**src/rtl/alu_pkg.sv**
```systemverilog
// Shared ALU function codes, MIPS opcode/funct constants and the decoded-op record
// passed from decode to the issue buffer.
package alu_pkg;

  localparam int unsigned DataW = 32;

  localparam logic [5:0] FnAdd   = 6'b000000;
  localparam logic [5:0] FnSub   = 6'b000001;
  localparam logic [5:0] FnAnd   = 6'b011000;
  localparam logic [5:0] FnOr    = 6'b011110;
  localparam logic [5:0] FnXor   = 6'b010110;
  localparam logic [5:0] FnNor   = 6'b010001;
  localparam logic [5:0] FnPassA = 6'b011010;
  localparam logic [5:0] FnSll   = 6'b100000;
  localparam logic [5:0] FnSrl   = 6'b100001;
  localparam logic [5:0] FnSra   = 6'b100011;
  localparam logic [5:0] FnEq    = 6'b110011;
  localparam logic [5:0] FnNeq   = 6'b110001;
  localparam logic [5:0] FnLt    = 6'b110101;
  localparam logic [5:0] FnLez   = 6'b111101;
  localparam logic [5:0] FnGez   = 6'b111001;
  localparam logic [5:0] FnGtz   = 6'b111111;

  localparam logic [5:0] OpRtype = 6'h00;
  localparam logic [5:0] OpBeq   = 6'h04;
  localparam logic [5:0] OpBne   = 6'h05;
  localparam logic [5:0] OpBlez  = 6'h06;
  localparam logic [5:0] OpBgtz  = 6'h07;
  localparam logic [5:0] OpAddi  = 6'h08;
  localparam logic [5:0] OpAddiu = 6'h09;
  localparam logic [5:0] OpSlti  = 6'h0a;
  localparam logic [5:0] OpSltiu = 6'h0b;
  localparam logic [5:0] OpAndi  = 6'h0c;
  localparam logic [5:0] OpOri   = 6'h0d;
  localparam logic [5:0] OpXori  = 6'h0e;
  localparam logic [5:0] OpLui   = 6'h0f;
  localparam logic [5:0] OpLw    = 6'h23;
  localparam logic [5:0] OpSw    = 6'h2b;

  localparam logic [5:0] FtSll   = 6'h00;
  localparam logic [5:0] FtSrl   = 6'h02;
  localparam logic [5:0] FtSra   = 6'h03;
  localparam logic [5:0] FtSllv  = 6'h04;
  localparam logic [5:0] FtSrlv  = 6'h06;
  localparam logic [5:0] FtSrav  = 6'h07;
  localparam logic [5:0] FtAdd   = 6'h20;
  localparam logic [5:0] FtAddu  = 6'h21;
  localparam logic [5:0] FtSub   = 6'h22;
  localparam logic [5:0] FtSubu  = 6'h23;
  localparam logic [5:0] FtAnd   = 6'h24;
  localparam logic [5:0] FtOr    = 6'h25;
  localparam logic [5:0] FtXor   = 6'h26;
  localparam logic [5:0] FtNor   = 6'h27;
  localparam logic [5:0] FtSlt   = 6'h2a;
  localparam logic [5:0] FtSltu  = 6'h2b;

  // 'signed' is a keyword, hence is_signed for the ALU Signed input.
  typedef struct packed {
    logic [DataW-1:0] a;
    logic [DataW-1:0] b;
    logic             is_signed;
    logic [5:0]       func;
    logic [4:0]       dst;
    logic             wen;
    logic             illegal;
  } alu_op_t;

endpackage

```
**src/rtl/alu_decode.sv**
```systemverilog
// Combinational MIPS decode: instruction plus register values to ALU operands,
// function code and writeback control.
import alu_pkg::*;

module alu_decode (
  input  logic [31:0] instr,
  input  logic [31:0] rs_val,
  input  logic [31:0] rt_val,
  output alu_op_t     op
);

  logic [5:0]  opcode;
  logic [5:0]  funct;
  logic [4:0]  rt;
  logic [4:0]  rd;
  logic [4:0]  shamt;
  logic [31:0] imm_sext;
  logic [31:0] imm_zext;
  logic        legal;
  alu_op_t     dec;

  // rs is consumed as a value, its index field is never needed here.
  logic unused_rs;
  assign unused_rs = ^instr[25:21];

  assign opcode   = instr[31:26];
  assign rt       = instr[20:16];
  assign rd       = instr[15:11];
  assign shamt    = instr[10:6];
  assign funct    = instr[5:0];
  assign imm_sext = {{16{instr[15]}}, instr[15:0]};
  assign imm_zext = {16'd0, instr[15:0]};

  always_comb begin
    dec       = '0;
    legal     = 1'b1;
    // I-type defaults; R-type and branches override.
    dec.func  = FnAdd;
    dec.a     = rs_val;
    dec.dst   = rt;
    dec.wen   = 1'b1;
    case (opcode)
      OpRtype: begin
        dec.b   = rt_val;
        dec.dst = rd;
        case (funct)
          FtAdd:   begin dec.func = FnAdd; dec.is_signed = 1'b1; end
          FtAddu:  dec.func = FnAdd;
          FtSub:   begin dec.func = FnSub; dec.is_signed = 1'b1; end
          FtSubu:  dec.func = FnSub;
          FtAnd:   dec.func = FnAnd;
          FtOr:    dec.func = FnOr;
          FtXor:   dec.func = FnXor;
          FtNor:   dec.func = FnNor;
          FtSlt:   begin dec.func = FnLt; dec.is_signed = 1'b1; end
          FtSltu:  dec.func = FnLt;
          FtSll:   begin dec.func = FnSll; dec.a = {27'd0, shamt}; end
          FtSrl:   begin dec.func = FnSrl; dec.a = {27'd0, shamt}; end
          FtSra:   begin dec.func = FnSra; dec.a = {27'd0, shamt}; end
          FtSllv:  dec.func = FnSll;
          FtSrlv:  dec.func = FnSrl;
          FtSrav:  dec.func = FnSra;
          default: legal = 1'b0;
        endcase
      end
      OpAddi:  begin dec.b = imm_sext; dec.is_signed = 1'b1; end
      OpAddiu: dec.b = imm_sext;
      OpSlti:  begin dec.b = imm_sext; dec.func = FnLt; dec.is_signed = 1'b1; end
      OpSltiu: begin dec.b = imm_sext; dec.func = FnLt; end
      OpAndi:  begin dec.b = imm_zext; dec.func = FnAnd; end
      OpOri:   begin dec.b = imm_zext; dec.func = FnOr; end
      OpXori:  begin dec.b = imm_zext; dec.func = FnXor; end
      OpLui:   begin dec.b = imm_zext; dec.func = FnSll; dec.a = 32'd16; end
      OpLw:    dec.b = imm_sext;
      OpSw:    begin dec.b = imm_sext; dec.wen = 1'b0; end
      OpBeq, OpBne, OpBlez, OpBgtz: begin
        dec.is_signed = 1'b1;
        dec.dst       = 5'd0;
        dec.wen       = 1'b0;
        dec.b         = (opcode == OpBeq || opcode == OpBne) ? rt_val : 32'd0;
        case (opcode)
          OpBeq:   dec.func = FnEq;
          OpBne:   dec.func = FnNeq;
          OpBlez:  dec.func = FnLez;
          default: dec.func = FnGtz;
        endcase
      end
      default: legal = 1'b0;
    endcase

    if (!legal) begin
      dec         = '0;
      dec.func    = FnAdd;
      dec.illegal = 1'b1;
    end
    if (dec.dst == 5'd0) dec.wen = 1'b0;
  end

  assign op = dec;

endmodule

```
**src/rtl/alu_issue.sv**
```systemverilog
// ALU issue stage: decode plus a 2-entry skid buffer so in_ready can be a flop
// while still sustaining one instruction per cycle.
import alu_pkg::*;

module alu_issue #(
  parameter int unsigned DATA_W = 32
) (
  input  logic              clk,
  input  logic              reset_n,
  input  logic              flush,
  input  logic              in_valid,
  output logic              in_ready,
  input  logic [31:0]       in_instr,
  input  logic [DATA_W-1:0] in_rs_val,
  input  logic [DATA_W-1:0] in_rt_val,
  output logic              out_valid,
  input  logic              out_ready,
  output logic [DATA_W-1:0] out_a,
  output logic [DATA_W-1:0] out_b,
  output logic              out_signed,
  output logic [5:0]        out_func,
  output logic [4:0]        out_dst,
  output logic              out_wen,
  output logic              out_illegal
);

  alu_op_t in_op;
  alu_op_t main_q, main_d;
  alu_op_t skid_q, skid_d;
  logic    main_valid_q, main_valid_d;
  logic    skid_valid_q, skid_valid_d;
  logic    accept;
  logic    main_load;

  alu_decode u_decode (
    .instr  (in_instr),
    .rs_val (in_rs_val),
    .rt_val (in_rt_val),
    .op     (in_op)
  );

  assign in_ready  = ~skid_valid_q;
  assign accept    = in_valid & in_ready;
  assign main_load = ~main_valid_q | out_ready;

  // accept implies skid empty, so skid refill and skid->main never coincide.
  always_comb begin
    main_d       = main_q;
    skid_d       = skid_q;
    main_valid_d = main_valid_q;
    skid_valid_d = skid_valid_q;
    if (flush) begin
      main_valid_d = 1'b0;
      skid_valid_d = 1'b0;
    end else if (main_load) begin
      if (skid_valid_q) begin
        main_d       = skid_q;
        main_valid_d = 1'b1;
        skid_valid_d = 1'b0;
      end else if (accept) begin
        main_d       = in_op;
        main_valid_d = 1'b1;
      end else begin
        main_valid_d = 1'b0;
      end
    end else if (accept) begin
      skid_d       = in_op;
      skid_valid_d = 1'b1;
    end
  end

  always_ff @(posedge clk or negedge reset_n) begin
    if (!reset_n) begin
      main_q       <= '0;
      skid_q       <= '0;
      main_valid_q <= 1'b0;
      skid_valid_q <= 1'b0;
    end else begin
      main_q       <= main_d;
      skid_q       <= skid_d;
      main_valid_q <= main_valid_d;
      skid_valid_q <= skid_valid_d;
    end
  end

  assign out_valid   = main_valid_q;
  assign out_a       = main_q.a;
  assign out_b       = main_q.b;
  assign out_signed  = main_q.is_signed;
  assign out_func    = main_q.func;
  assign out_dst     = main_q.dst;
  assign out_wen     = main_q.wen;
  assign out_illegal = main_q.illegal;

endmodule

```
**config.mk**
```make
export PLATFORM = sky130hd
export DESIGN_NAME = alu_issue
export DESIGN_NICKNAME = d
export VERILOG_FILES = /design/src/rtl/alu_pkg.sv /design/src/rtl/alu_decode.sv /design/src/rtl/alu_issue.sv
export SDC_FILE = /design/constraint.sdc
export NUM_CORES = 1
export LEC_CHECK = 0
export BUFFER_PORTS_ARGS = -buffer_cell sky130_fd_sc_hd__clkbuf_2
export CAP_MARGIN = 5
export CELL_PAD_IN_SITES_DETAIL_PLACEMENT = 0
export CELL_PAD_IN_SITES_GLOBAL_PLACEMENT = 2
export CORE_ASPECT_RATIO = 0.7
export CORE_UTILIZATION = 39
export CTS_CLUSTER_DIAMETER = 200
export DETAILED_ROUTE_END_ITERATION = 6
export GPL_ROUTABILITY_DRIVEN = 1
export PLACE_DENSITY_LB_ADDON = 0.1
export SYNTH_ARGS = -nofsm -noshare
export SYNTH_HDL_FRONTEND = slang
export SYNTH_HIERARCHICAL = 1
export SYNTH_SLANG_ARGS = --single-unit
```
**constraint.sdc**
```tcl
create_clock -name clk -period 3.5 [get_ports clk]
set_clock_uncertainty 0.15 [all_clocks]
set_input_delay 0.525 -clock clk [delete_from_list [all_inputs] [get_ports clk]]
set_output_delay 0.525 -clock clk [all_outputs]
set_load 0.02 [all_outputs]
```
==> metrics.md <==
| Metric | Value |
|---|---|
| Sequential power share | `44.8%` |
| Layout cells sized above 1 | `55.4%` |
| Leak Pwr | `4.91 nW` |
| Final period util | `78.9%` |
| Final Max Tran Viols | `0` |
| Cells after synthesis | `650` |
| Clock transition time at the flip-flop clock pins of the worst setup and hold paths | `0.07 ns` |
| Via count | `5,695` |
| EDFF count, synth | `0` |
| Chip height | `123 um` |
| Clk network pwr share | `42.3%` |
| I/O Pins | `181` |
| Yosys Warn Count | `6` |
| Ys flop type | `dfrtp_1` |
| Rel. slew slack | `51.3%` |
| Unrepaired setup endpoints after global routing | `false` |
| Inserted Clock Buffers | `17` |
| Tot GR Track Use | `19.4%` |
| 1st-pass router iterations | `5` |
| Number of inserted diodes | `0` |
| CP required | `3.67 ns` |
| Critical Path AT | `2.94 ns` |
| Status | `finished clean` |
| Vias/cell | `5.19` |
| CTS root buf | `clkbuf_16` |
| CTS tree | `yes` |
| Detail Route met3 WL | `1020 um` |
| Placed Instance Area | `9310 um2` |
| Core area | `20,700 um2` |
| Post-CTS sizing | `0` |
| PD cells | `450 nW/um2` |
| R2r startpoint | `out_valid` |
| Tmin final | `2.76 ns` |
| P_sw | `0.00120 W` |
| IO Port Bufs | `175` |
| Worst hold start | `flush` |
| Logic pwr share | `12.9%` |
| Ranking of synthesized cells by area | `dfrtp_1 (48%), mux2_2 (30%), nor3b_1 (2.4%)` |
| Worst Hold Class | `in2reg` |
| Setup Crit Path Kind | `in2reg` |
| Max_cap viols | `0` |
| Sw frac | `26.8%` |
| GPL Wtd Cong | `0.750` |
| Internal | `0.00326 W` |
| Global-route wire length before repair | `32,000 um` |
| Critical path fanouts, max | `27` |
| Leading area contributor after synthesis | `dfrtp_1` |
| Vias in the first global route | `5,710` |
| CP Cell Sequence | `clkbuf_2 > nor4_4 > nand4_1 > nand2_2 > nor3b_1 > mux2_2 > mux2_2` |
| DP HPWL | `13,900 um` |
| DRT iter0 DRCs | `249` |
| Max layer used | `met4` |
| Area delta synth->final | `20.5%` |
| GR Overflow Total | `0` |
| Mapped cell area | `8220 um2` |
| CP Buf/Inv Count | `1` |
| Post-synth cell types | `56` |
| CTS H-tree lvls | `4` |
| Residual DRC count | `0` |
| Worst Tran Pin Value | `0.731 ns` |
| Die X | `176 um` |
| Placed Instances | `1,065` |
| Largest net degree at the start of global routing | `68` |
| Post-Layout Cell Count | `1,097` |
| Initial core utilization | `39.7%` |
| Die area | `21,700 um2` |
| Maximum root-to-sink buffer count | `2` |
| Max Clk Rate | `362 MHz` |
| Nets | `910` |
| M1 WL | `10,100 um` |
| Asr flop ratio synth | `100%` |
| Routed wl met2 | `9270 um` |
| Crit-path max cell delay | `0.64 ns` |
| Slowest cell on the critical path | `nand2_2` |
| Overall power | `0.00446 W` |
| Routed length per instance | `18.7 um` |
| CP Launch Type | `primary input` |
| Fin area | `9900 um2` |
| Cell Rows | `44` |
| Detailed Route WL | `20,500 um` |
| Antenna Nets Post-Route | `0` |
| Final Hold Vio Count | `0` |
| Register area share after synthesis | `48.1%` |
| Worst-Skew Late Latency | `0.43 ns` |
| Syn_nets | `751` |
| Worst setup path startpoint | `in_instr[26]` |
| CP top delay family | `simple AND/OR/NAND/NOR gates` |
| Initial antenna violation count | `0` |
| Crit. End Element | `register` |
| Synth Area per Inst | `12.6 um2` |
| Seq cells post-synth | `158` |
| Post-synth top area share | `48.1%` |
| CTS Sinks | `158` |
| Worst-case vdd ir drop | `0.288 mV` |
| Most used cell, CP | `mux2_2` |
| Setup-failing EPs final | `0` |
| Setup TNS | `0 ns` |
[placed cells by master (no fill, tap or decap), drive strengths merged, types with 5 or more instances in the layout]
cell type	n
mux2	234
clkbuf	192
dfrtp	158
nand2	30
a21oi	28
nor3b	28
nor2	23
a22oi	16
buf	14
inv	12
o21ai	10
nand2b	8
nand3	6
a22o	5
[power by group through the flow]
stage | clock network [W] | registers, W | logic, W
after CTS | 0.00194 | 0.00200 | 0.000586
after detailed placement | 0 | 0.00203 | 0.000583
after floorplan | 0 | 0.00209 | 0.000288
after global placement | 0 | 0.00203 | 0.000573
after global routing | 0.00201 | 0.00202 | 0.000629
final | 0.00188 | 0.00200 | 0.000575
[worst paths after layout]
check / end / slack (ns) / cells past startpoint
max in group asynchronous: skid_q[68] / 1.82 / 3
min in group asynchronous: out_b[29] / 0.49 / 2
max: out_a[8] / 0.74 / 7
min reg2reg: skid_q[61] / 0.34 / 1
min: out_valid / 0.18 / 2
max reg2reg: out_a[14] / 1.40 / 4
[flip-flops by register name (all words and copies together), names as in the netlist]
register	count
out_a	32
out_b	32
out_dst	5
out_func	6
out_illegal	1
out_signed	1
out_valid	1
out_wen	1
skid_q	78
skid_valid_q	1
[cells in the mapped netlist, drive strengths merged, types with 2 or more instances]
| cell | number |
|---|---|
| nor3 | 4 |
| nor3b | 28 |
| nor4b | 2 |
| nor2b | 4 |
| nand3 | 6 |
| mux2 | 234 |
| a22oi | 16 |
| a31o | 2 |
| buf | 42 |
| a21oi | 28 |
| nand2 | 30 |
| and4 | 2 |
| nand3b | 2 |
| nand4b | 2 |
| inv | 6 |
| dfrtp | 158 |
| nor2 | 23 |
| a22o | 5 |
| a31oi | 2 |
| o22a | 2 |
| nor4 | 2 |
| nand2b | 8 |
| or3 | 2 |
| clkbuf | 7 |
| o21ai | 10 |
| a32o | 4 |
| nand4 | 2 |
| a32oi | 2 |
[cell families after synthesis]
group,Yosys count,share of synthesized area (%)
AND/OR/NAND/NOR,123,9.12
AO/OA/AOI/OAI,78,6.41
buffers and inverters,55,4.12
multiplexers,234,32.0
XOR/XNOR,2,0.213
flip-flops,158,48.1
[layer usage]
metal,vias to the layer above,GRT usage (%)
met5,-,0
met4,0,4.89
met3,11,4.37
met2,138,30.1
met1,2855,27.6
li1,2691,-
[final cells by class]
| type | count | area [um2] |
|---|---|---|
| clock inverter | 13 | 154 |
| tap | 276 | 345 |
| sequential | 158 | 3960 |
| multi-input combinational | 437 | 3960 |
| timing repair buffer | 189 | 1040 |
| inverter | 6 | 22.5 |
| clock buffer | 18 | 429 |
| fill | 1916 | 10800 |
[repair_timing]
action                    in CTS  in global routing
hold buffers                   1                  0
hold endpoints to repair      65                  0
buffers inserted               0                  0
[stage by stage]
| step | hold WS (ns) | util [%] | worst slack, ns |
|---|---|---|---|
| detailed placement | 0.329 | 45.0 | 0.278 |
| finish | 0.178 | 47.8 | 0.738 |
| floorplan | 0.0794 | - | 1.12 |
| CTS | 0.164 | 47.8 | 0.746 |
| global placement | 0.317 | 45.0 | 0.324 |
| global route | 0.188 | 47.8 | 0.586 |
Note: power is estimated with default switching activity, not from simulation.
